--- config.mk ---
export PLATFORM = sky130hd
export DESIGN_NAME = pc_seq
export DESIGN_NICKNAME = d
export VERILOG_FILES = /design/src/rtl/pc_seq_pkg.sv /design/src/rtl/pc_seq_br_cmp.sv /design/src/rtl/pc_seq.sv
export SDC_FILE = /design/constraint.sdc
export NUM_CORES = 1
export LEC_CHECK = 0
export ABC_AREA = 1
export BUFFER_PORTS_ARGS = -buffer_cell sky130_fd_sc_hd__clkbuf_2
export CORE_MARGIN = 2
export CORE_UTILIZATION = 45
export DETAILED_ROUTE_END_ITERATION = 6
export GPL_TIMING_DRIVEN = 0
export PLACE_DENSITY = 0.77
export SYNTH_ARGS = -nofsm -noshare
export SYNTH_HDL_FRONTEND = slang
export SYNTH_SLANG_ARGS = --single-unit
--- constraint.sdc ---
create_clock -name clk -period 1.7 [get_ports clk]
set_clock_uncertainty 0.2 [all_clocks]
set_input_delay 0.34 -clock clk [delete_from_list [all_inputs] [get_ports clk]]
set_output_delay 0.34 -clock clk [all_outputs]
set_load 0.02 [all_outputs]
--- src/rtl/pc_seq_pkg.sv ---
// Shared encodings for the PC sequencer: branch types and FSM states.
package pc_seq_pkg;

  // br_type encodings presented by decode
  localparam logic [1:0] BR_BEQ = 2'b00;
  localparam logic [1:0] BR_BNE = 2'b01;
  localparam logic [1:0] BR_JMP = 2'b10;
  localparam logic [1:0] BR_RSV = 2'b11;

  // FSM state encodings
  localparam logic [1:0] ST_RUN     = 2'b00;
  localparam logic [1:0] ST_RESOLVE = 2'b01;

  // width of the optional taken-branch counter
  localparam int STATS_W = 16;

endpackage

--- src/rtl/pc_seq_br_cmp.sv ---
// Branch resolver: decides whether a captured branch/jump is taken.
// Purely combinational; operands compare as unsigned bitwise equality.
module br_cmp
  import pc_seq_pkg::*;
#(
  parameter int WIDTH = 16
) (
  input  logic [1:0]       br_type,
  input  logic [WIDTH-1:0] rs_val,
  input  logic [WIDTH-1:0] rt_val,
  output logic             taken
);

  // decode branch type against operand equality; reserved type never taken
  always_comb begin
    taken = 1'b0;
    case (br_type)
      BR_BEQ: taken = (rs_val == rt_val);
      BR_BNE: taken = (rs_val != rt_val);
      BR_JMP: taken = 1'b1;
      BR_RSV: taken = 1'b0;
    endcase
  end

endmodule

--- src/rtl/pc_seq.sv ---
// Program-counter sequencer for the fetch path: owns the PC, resolves
// branches/jumps from decode and drives the next-PC mux select, flush
// and busy. Optional macro PC_SEQ_STATS_EN adds a saturating count of
// taken branches on port br_taken_cnt.
//
//   state      | meaning
//   -----------+---------------------------------------------------------
//   ST_RUN     | sequential fetch; accepts a branch request from decode
//   ST_RESOLVE | captured branch being resolved; pc_sel/flush valid here
module pc_seq
  import pc_seq_pkg::*;
#(
  parameter int WIDTH    = 16,
  parameter int ADDR_W   = 8,
  parameter int RESET_PC = 0
) (
  input  logic              clk,
  input  logic              rst_n,
  input  logic              stall,
  input  logic              br_valid,
  input  logic [1:0]        br_type,
  input  logic [WIDTH-1:0]  rs_val,
  input  logic [WIDTH-1:0]  rt_val,
  input  logic [ADDR_W-1:0] br_target,
  output logic [ADDR_W-1:0] pc,
  output logic              pc_sel,
  output logic              flush,
`ifdef PC_SEQ_STATS_EN
  output logic              busy,
  output logic [STATS_W-1:0] br_taken_cnt
`else
  output logic              busy
`endif
);

  localparam logic [ADDR_W-1:0] PC_RST = ADDR_W'(RESET_PC);
  localparam logic [ADDR_W-1:0] PC_ONE = ADDR_W'(1);

  logic [1:0]        state;
  logic [1:0]        cap_type;
  logic [WIDTH-1:0]  cap_rs;
  logic [WIDTH-1:0]  cap_rt;
  logic [ADDR_W-1:0] cap_target;
  logic [ADDR_W-1:0] pc_q;
  logic              taken;
  logic              in_resolve;

  br_cmp #(
    .WIDTH (WIDTH)
  ) u_br_cmp (
    .br_type (cap_type),
    .rs_val  (cap_rs),
    .rt_val  (cap_rt),
    .taken   (taken)
  );

  // outputs derive from state and captured operands only, so reset
  // mid-resolve drops flush immediately
  always_comb begin
    in_resolve = (state == ST_RESOLVE);
    pc_sel     = in_resolve & taken;
    flush      = in_resolve & taken & ~stall;
    busy       = (state != ST_RUN);
    pc         = pc_q;
  end

  // PC register, FSM and branch capture; stall freezes all of it
  always_ff @(posedge clk or negedge rst_n) begin
    if (!rst_n) begin
      state      <= ST_RUN;
      pc_q       <= PC_RST;
      cap_type   <= '0;
      cap_rs     <= '0;
      cap_rt     <= '0;
      cap_target <= '0;
    end else if (!stall) begin
      case (state)
        ST_RUN: begin
          if (br_valid) begin
            cap_type   <= br_type;
            cap_rs     <= rs_val;
            cap_rt     <= rt_val;
            cap_target <= br_target;
            state      <= ST_RESOLVE;
          end else begin
            pc_q <= pc_q + PC_ONE;
          end
        end
        ST_RESOLVE: begin
          pc_q  <= taken ? cap_target : (pc_q + PC_ONE);
          state <= ST_RUN;
        end
        default: state <= ST_RUN;
      endcase
    end
  end

`ifdef PC_SEQ_STATS_EN
  // saturating count of taken branches, one per flush pulse
  always_ff @(posedge clk or negedge rst_n) begin
    if (!rst_n) begin
      br_taken_cnt <= '0;
    end else if (flush && (br_taken_cnt != {STATS_W{1'b1}})) begin
      br_taken_cnt <= br_taken_cnt + STATS_W'(1);
    end
  end
`endif

endmodule

* After elaboration in Yosys (flattened, before gate mapping)
Index checks and enable logic that the tools add are counted.
** Storage, ports and cells
- Register bits after elaboration :: 52
- Input bits :: 46
- Output and inout port bits :: 11
- Logic and storage cells :: 31
** Operators by class
- Add/sub/neg operators :: 1
- Eq/ne operators :: 8
- Multiplexer cells :: 6
- Bitwise logic cells :: 3
- Reduce and logical (&&, ||, !) cells :: 7
** Operator list (number)
- equality test 16 bit :: 1
- two-way mux 8 bit :: 2
- inequality test 16 bit :: 1
- case mux 8 bit (2 select lines) :: 1
- adder 8 x 1 -> 8 bit (second input constant) :: 1
- AND reduction 3 bit :: 2
- equality test 2 x 1 -> 1 bit (second input constant) :: 2
- equality test 2 bit (second input constant) :: 2
- zero test 2 bit :: 2
- two-way mux 2 bit :: 2
- inequality test 2 bit (second input constant) :: 2
- case mux 1 bit (4 select lines) :: 1
- nonzero test 2 bit :: 2
- bitwise AND 1 bit :: 2
- AND reduction 2 bit :: 1
- inverter 1 bit :: 1

* Logic depth before layout (Yosys ltp)
Gate-level depths: netlist of the first run.
- Depth after elaboration :: 4
- Mapped depth :: 13
- Mapped depth without buffers :: 13

* Hierarchy
Synthesis of the first run repeated with hierarchy kept, for this count alone.
** Unflattened totals
- Cell total of the unflattened synthesis :: 274
- Area total of the unflattened synthesis :: 2563.7 um2
** By module, submodules not included
- pc_seq :: instances 1, cells an instance 181, area each 2202.1 um2, sequential area each 1276.2 um2
- br_cmp :: instances 1, cells an instance 93, area each 361.6 um2, sequential area each 0.0 um2

* Least setup slack after synthesis of the first run
OpenSTA, ideal clock, no wires.
- Kind :: register to output
- Start point :: register cap_rt[13]
- End point :: output flush
- Arrival time :: 1339 ps
- Required time :: 1160 ps
- Setup slack :: -179 ps
- Cell stages (with the launch flop) :: 10
- Buffers on the path :: 0
- Cells stage by stage :: dfrtp_1 nor2_1 nor2_1 nor2_1 nand2_1 nor2_2 nand2_2 nand3_2 nand3_4 nor2_1
** On the way
- Longest elaborated chain between the ends :: 4
- Elaborated cells between the ends (all ways) :: 5
- Classes of those cells :: eq/ne: 2; mux: 1; bitwise: 2
** Ends and longest elaborated chain
- start: declaration :: line pc_seq.sv:42 : logic [WIDTH-1:0] cap_rt;
- start signal: assignment :: line pc_seq.sv:82 : cap_rt <= rt_val;
- inequality test 16 bit / equality test 16 bit (equally long branches) :: line pc_seq_br_cmp.sv:19, pc_seq_br_cmp.sv:18
- case mux 1 bit (4 select lines) (*) :: line pc_seq_br_cmp.sv:17 : case (br_type)
- bitwise AND 1 bit (*) (2 in a row) :: line pc_seq.sv:62 : flush = in_resolve & taken & ~stall;
- end: declaration :: line pc_seq.sv:27 : output logic flush,
Every way passes the cells marked *; elsewhere a longest branch is shown, timed or not.

* Worst setup path after layout of the first run
- Start point :: register cap_rt[0]
- End point :: output flush
Same word-level chain as after synthesis.

==> flow_metrics.env, run 1 <==
export IMPL_leakage_nw=1.72
export IMPL_io_pins=57
export IMPL_setup_viol=10
export IMPL_dr_pass1_iters=4
export IMPL_cp_arrival_ps=1670
export IMPL_hold_path_endpoint="cap_rs[13]$_DFFE_PN0P_"
export IMPL_cts_tree="done"
export IMPL_rsz0062_at_grt="yes"
export IMPL_pre_cts_ws_ps=-322
export IMPL_drive_above_1_share=0.256
export IMPL_r2r_cells=15
export IMPL_drc_errors=0
export IMPL_swShare=0.369
export IMPL_cts_root_buf="clkbuf_8"
export IMPL_antenna_found_initial=0
export IMPL_clock_latency_ps=300
export IMPL_setup_worst_path_start="cap_rt[0]$_DFFE_PN0P_"
export IMPL_numPortBuffers=56
export IMPL_critPathMaxFanout=3
export IMPL_fillers=513
export IMPL_drt_iter0_drc=128
export IMPL_r2r_setup_slack_ps=-330
export IMPL_dpl_cell_area_um2=2870
export IMPL_wl_mm=5.68
export IMPL_grt_max_degree=52
export IMPL_clock_sinks=51
export IMPL_grt_overflow_total=0
export IMPL_coreArea_um2=5440
export IMPL_ys_seq_elements=51
export IMPL_n_antenna_cell=0
export IMPL_hp_start="rs_val[13]"
export IMPL_dieArea_um2=6160
export IMPL_routed_via_density=4.76
export IMPL_regToRegEndpoint="pc[7]$_DFFE_PN0P_"
export IMPL_timing_hold_ws_ps=42.0
export IMPL_post_drt_wl_per_cell_um=12.4
export IMPL_numCtsBuffers=5
export IMPL_p_per_area_nw_per_um2=1170
export IMPL_chipWidth_um=78.5
export IMPL_max_cap_violations=0
export IMPL_cp_end_kind="output pin"
export IMPL_initial_core_util=0.459
export IMPL_yosysWarnings=0
export IMPL_nNetsFinal=433
export IMPL_finalMaxSlewViolations=0
export IMPL_combPwrFrac=0.339
export IMPL_power_share_sequential=0.475
export IMPL_p_clk_frac=0.186
export IMPL_failed_checks="negative setup slack"
export IMPL_vias=2182
export IMPL_grt_pass1_wl_mm=9.72
export IMPL_ir_drop_mv=0.668
export IMPL_holdCritPathClass="in -> reg"
export IMPL_clock_path_buffers=2
export IMPL_clk_pin_slew_ps=90
export IMPL_worstPathRequired_ps=1160
export IMPL_r2r_start="cap_rt[0]$_DFFE_PN0P_"
export IMPL_timing_fmax_mhz=451
export IMPL_syn_avg_cell_area_um2=7.95
export IMPL_start_kind="register"
export IMPL_fp_row_count=27
export IMPL_syn_cell_area_um2=2500
export IMPL_seqCellArea_um2=1280
export IMPL_yosysSeqAreaShare=0.511
export IMPL_min_path_cells=2
export IMPL_period_share=1.30
export IMPL_design_area_um2=3090
export IMPL_antenna_left=0
export IMPL_multi_input_area_um2=1030
export IMPL_synth_net_count=361
export IMPL_dpl_cell_count=442
export IMPL_maxSlewHeadroom=0.638
export IMPL_p_switching_mw=1.34
export IMPL_htree_levels=2
export IMPL_track_usage=0.202
export IMPL_max_slew_worst_pin_slew_ps=543
export IMPL_fin_ws_ps=-515
export IMPL_die_h_um=78.5
export IMPL_min_period_ps=2210
export IMPL_place_congestion=0.750
export IMPL_status="finished, violations left"
export IMPL_p_int_mw=2.29
export IMPL_dp_hpwl_mm=3.99
export IMPL_instances_no_fill=458
export IMPL_finalHoldViolCount=0
export IMPL_syn2layout_area_growth_pct=23.9
export IMPL_layout_commonest_cell="nand2_1"
export IMPL_grt_pass1_vias=2196
export IMPL_synthCells=314
export IMPL_fin_tns_setup_ps=-3470
export IMPL_path_class="reg -> out"
export IMPL_synth_distinct_cells=22
export IMPL_final_cell_mix="nand2_1, clkbuf_2, nor2_1, dfrtp_1, inv_1"
==> stage by stage <==
step	total power, mW	util
2_1_floorplan	2.53	-
3_5_place_dp	2.89	0.528
5_1_grt	3.91	0.569
4_1_cts	3.60	0.553
3_3_place_gp	2.83	0.528
6_report	3.63	0.569
==> area by class of cell <==
type | count | share of cell area
Tap cell | 72 | 0.0291
Inverter | 45 | 0.0546
Multi-Input combinational cell | 209 | 0.334
Sequential cell | 51 | 0.413
Clock buffer | 5 | 0.0222
Timing Repair Buffer | 65 | 0.123
Clock inverter | 2 | 0.00445
Buffer | 9 | 0.0202
==> how the worst max path moves through the flow <==
stage             to  slack, ps  cells after the start
3_5_place_dp   flush       -320                     10
3_3_place_gp   flush       -290                     10
6_report       flush       -510                     11
4_1_cts        flush       -560                     10
5_1_grt        flush       -650                     10
2_1_floorplan  flush        -50                      9
==> Yosys cell counts <==
cell type  count  area (um^2)
a21oi_1       37          185
a21oi_2        1         8.76
buf_1          1         3.75
buf_2          4         20.0
clkbuf_1       3         11.3
clkbuf_8       1         13.8
dfrtp_1       51         1280
ha_1           1         12.5
inv_1         44          165
inv_2          1         3.75
mux2_1         5         56.3
mux2_2         1         11.3
nand2_1       72          270
nand2_2        4         25.0
nand3_1       21          105
nand3_2        1         10.0
nand3_4        2         35.0
nand3b_2       1         11.3
nor2_1        55          206
nor2_2         2         12.5
xnor2_1        5         43.8
xor2_1         1         8.76
==> state kept, by name, summed over array words and instances, names as in the netlist <==
name        flops
state           1
pc              8
cap_target      8
cap_rt         16
cap_rs         16
cap_type        2
==> routing by layer <==
layer	GRT usage	wire (um)	vias to the layer above
met2	0.359	2780	58
met3	0.0425	269	4
met4	0.0544	50	0
met5	0	0	-
li1	-	-	1105
met1	0.250	2580	1015
==> worst max-delay path, stage by stage, from the launching register on <==
cell,delay [ps]
dfrtp_1,380
inv_1,60
nand2_1,50
nand2_1,50
nor2_1,100
nand2_1,80
nor2_2,140
nand2_2,80
nand3_2,80
nand3_4,110
nor2_4,110
buf_8,120
==> power by group through the flow <==
stage	combinational, mW	sequential, mW	clock (mW)
after floorplan	0.729	1.80	0
after global placement	1.11	1.73	0
after detailed placement	1.15	1.75	0
after CTS	1.18	1.72	0.690
after global routing	1.41	1.76	0.735
final	1.23	1.73	0.677
==> what timing repair did <==
item,4_1_cts,5_1_grt
setup buffers,4,3
hold buffers,0,1
gates resized for setup,8,10
cloned,0,0
pin swaps,4,7
setup endpoints to repair,51,46
hold endpoints to repair,0,14
==> logic make-up after synthesis <==
| logic type | after synthesis | share of synthesized area |
|---|---|---|
| AO/OA/AOI/OAI | 38 | 0.0777 |
| AND/OR/NAND/NOR | 158 | 0.271 |
| flip-flops | 51 | 0.511 |
| multiplexers | 6 | 0.0271 |
| XOR/XNOR | 6 | 0.0211 |
| buffers and inverters | 54 | 0.0872 |
| adder cells (fa/ha/maj) | 1 | 0.00501 |
Note: power is estimated with default switching activity, not from simulation.
==> inputs of run 2 (changes only) <==
- CORE_UTILIZATION: 45 -> 38
- PLACE_DENSITY: 0.77 -> 0.69
- clock period: 1.7 -> 2.76 ns (I/O delays scaled with it)
==> flow_metrics.env, run 2 (same netlist as run 1, synthesis figures left out) <==
export IMPL_p_per_area_nw_per_um2=736
export IMPL_min_period_ps=2550
export IMPL_numPortBuffers=56
export IMPL_place_congestion=0.770
export IMPL_fin_ws_ps=215
export IMPL_period_share=0.922
export IMPL_io_pins=57
export IMPL_start_kind="register"
export IMPL_initial_core_util=0.393
export IMPL_cts_resized=0
export IMPL_post_drt_wl_per_cell_um=11.9
export IMPL_die_h_um=85.1
export IMPL_drive_above_1_share=0.219
export IMPL_grt_pass1_vias=2004
export IMPL_status="finished, violations left"
export IMPL_cp_arrival_ps=1790
export IMPL_numCtsBuffers=5
export IMPL_grt_max_degree=52
export IMPL_routed_via_density=4.66
export IMPL_vias=2124
export IMPL_dieArea_um2=7230
export IMPL_dp_hpwl_mm=3.95
export IMPL_fin_tns_setup_ps=0
export IMPL_max_cap_violations=0
export IMPL_chipWidth_um=85.1
export IMPL_timing_fmax_mhz=393
export IMPL_syn2layout_area_growth_pct=19.4
export IMPL_dpl_cell_area_um2=2870
export IMPL_final_core_util=0.469
export IMPL_setup_viol=0
export IMPL_track_usage=0.158
export IMPL_antenna_found_initial=0
export IMPL_clock_sinks=51
export IMPL_layout_commonest_cell="nand2_1"
export IMPL_timing_hold_ws_ps=-10.4
export IMPL_crit_chain="inv_1, nand2_1, nand2_1, nor2_1, nand2_1, nor2_2, nand2_2, nand3_2, nand3_4, nor2_1, clkbuf_2"
export IMPL_leakage_nw=1.66
export IMPL_crit_top_cell="nand2_1"
export IMPL_reg_largest_list="cap_rs (16), cap_rt (16)"
export IMPL_cts_setup_buffers=0
export IMPL_max_slew_worst_pin_slew_ps=564
export IMPL_wl_mm=5.42
export IMPL_ir_drop_mv=0.459
export IMPL_worstPathRequired_ps=2010
export IMPL_clock_path_buffers=2
export IMPL_failed_checks="negative hold slack"
export IMPL_finalMaxSlewViolations=0
export IMPL_antenna_left=0
export IMPL_cp_slowest_cell="dfrtp_1"
export IMPL_cp_end_kind="output pin"
export IMPL_finalHoldViolCount=15
export IMPL_drc_errors=0
export IMPL_pre_cts_ws_ps=528
export IMPL_clk_pin_slew_ps=100
export IMPL_ctsHoldBuffers=0
export IMPL_grt_pass1_wl_mm=9.07
export IMPL_final_cell_mix="nand2_1, nor2_1, clkbuf_2, dfrtp_1, inv_1"
export IMPL_rsz0062_at_grt="no"
export IMPL_grt_overflow_total=0
export IMPL_slowest_delay_ps=350
export IMPL_cts_tree="done"
export IMPL_nNetsFinal=425
export IMPL_cts_root_buf="clkbuf_8"
export IMPL_design_area_um2=2980
export IMPL_critPathMaxFanout=10
export IMPL_maxSlewHeadroom=0.624
export IMPL_htree_levels=2
export IMPL_path_class="reg -> out"
export IMPL_drt_iter0_drc=84
export IMPL_coreArea_um2=6350
export IMPL_clock_latency_ps=310
export IMPL_holdCritPathClass="in -> async"
export IMPL_dr_pass1_iters=5
export IMPL_n_antenna_cell=0
export IMPL_fp_row_count=29
## run 2: changes by cell type in the layout (fill, tap and decap cells not counted), sizes merged
cell	before	now
dlygate4sd3	1	0
buf	17	7
clkbuf	61	64
inv	45	46
## run 2: power breakdown
group	leakage, nW	internal (mW)	switching, mW
sequential	0.569	0.924	0.132
combinational	1.04	0.279	0.419
clock	0.0483	0.179	0.260
total	1.66	1.38	0.811
## run 2: layer usage
metal / GRT usage / up-vias / share of wire
met1: 0.205 / 966 / 0.46
met4: 0.0577 / 0 / 0.014
met5: 0 / - / 0
met2: 0.254 / 53 / 0.47
met3: 0.0418 / 7 / 0.055
li1: - / 1098 / -
## run 2: worst paths after layout
check	startpoint	end	slack [ps]	cells past startpoint
max	cap_rt[15]$_DFFE_PN0P_	flush	210	11
min	rst_n	cap_target[4]$_DFFE_PN0P_	-10	1
max reg2reg	state[0]$_DFFE_PN0P_	pc[7]$_DFFE_PN0P_	970	6
min reg2reg	cap_target[7]$_DFFE_PN0P_	cap_target[7]$_DFFE_PN0P_	320	2
max in group asynchronous	rst_n	cap_rs[15]$_DFFE_PN0P_	1830	2
min in group clk	rt_val[13]	cap_rt[13]$_DFFE_PN0P_	250	2
## run 2: worst max-delay path, delay by kind of cell (launching register included)
family / cells / cell delay (ps)
flops: 1 / 350
buf+inv: 2 / 230
simple gates: 9 / 900
## run 2: stage by stage
stage / power, mW / instances
final: 2.19 / 456
after global routing: 2.36 / 456
after CTS: 2.22 / 455
after detailed placement: 1.78 / 447
after global placement: 1.75 / 447
after floorplan: 1.56 / 314
## run 2: area by class of cell
| class | instances | area [um^2] |
|---|---|---|
| fillers | 642 | 3370 |
| flip-flops and latches | 51 | 1280 |
| multi-input cells | 209 | 1000 |
| repair buffers | 57 | 300 |
| inverters | 45 | 169 |
| well taps | 77 | 96.3 |
| clock buffers | 5 | 68.8 |
| plain buffers | 9 | 48.8 |
| clock inverters | 3 | 18.8 |
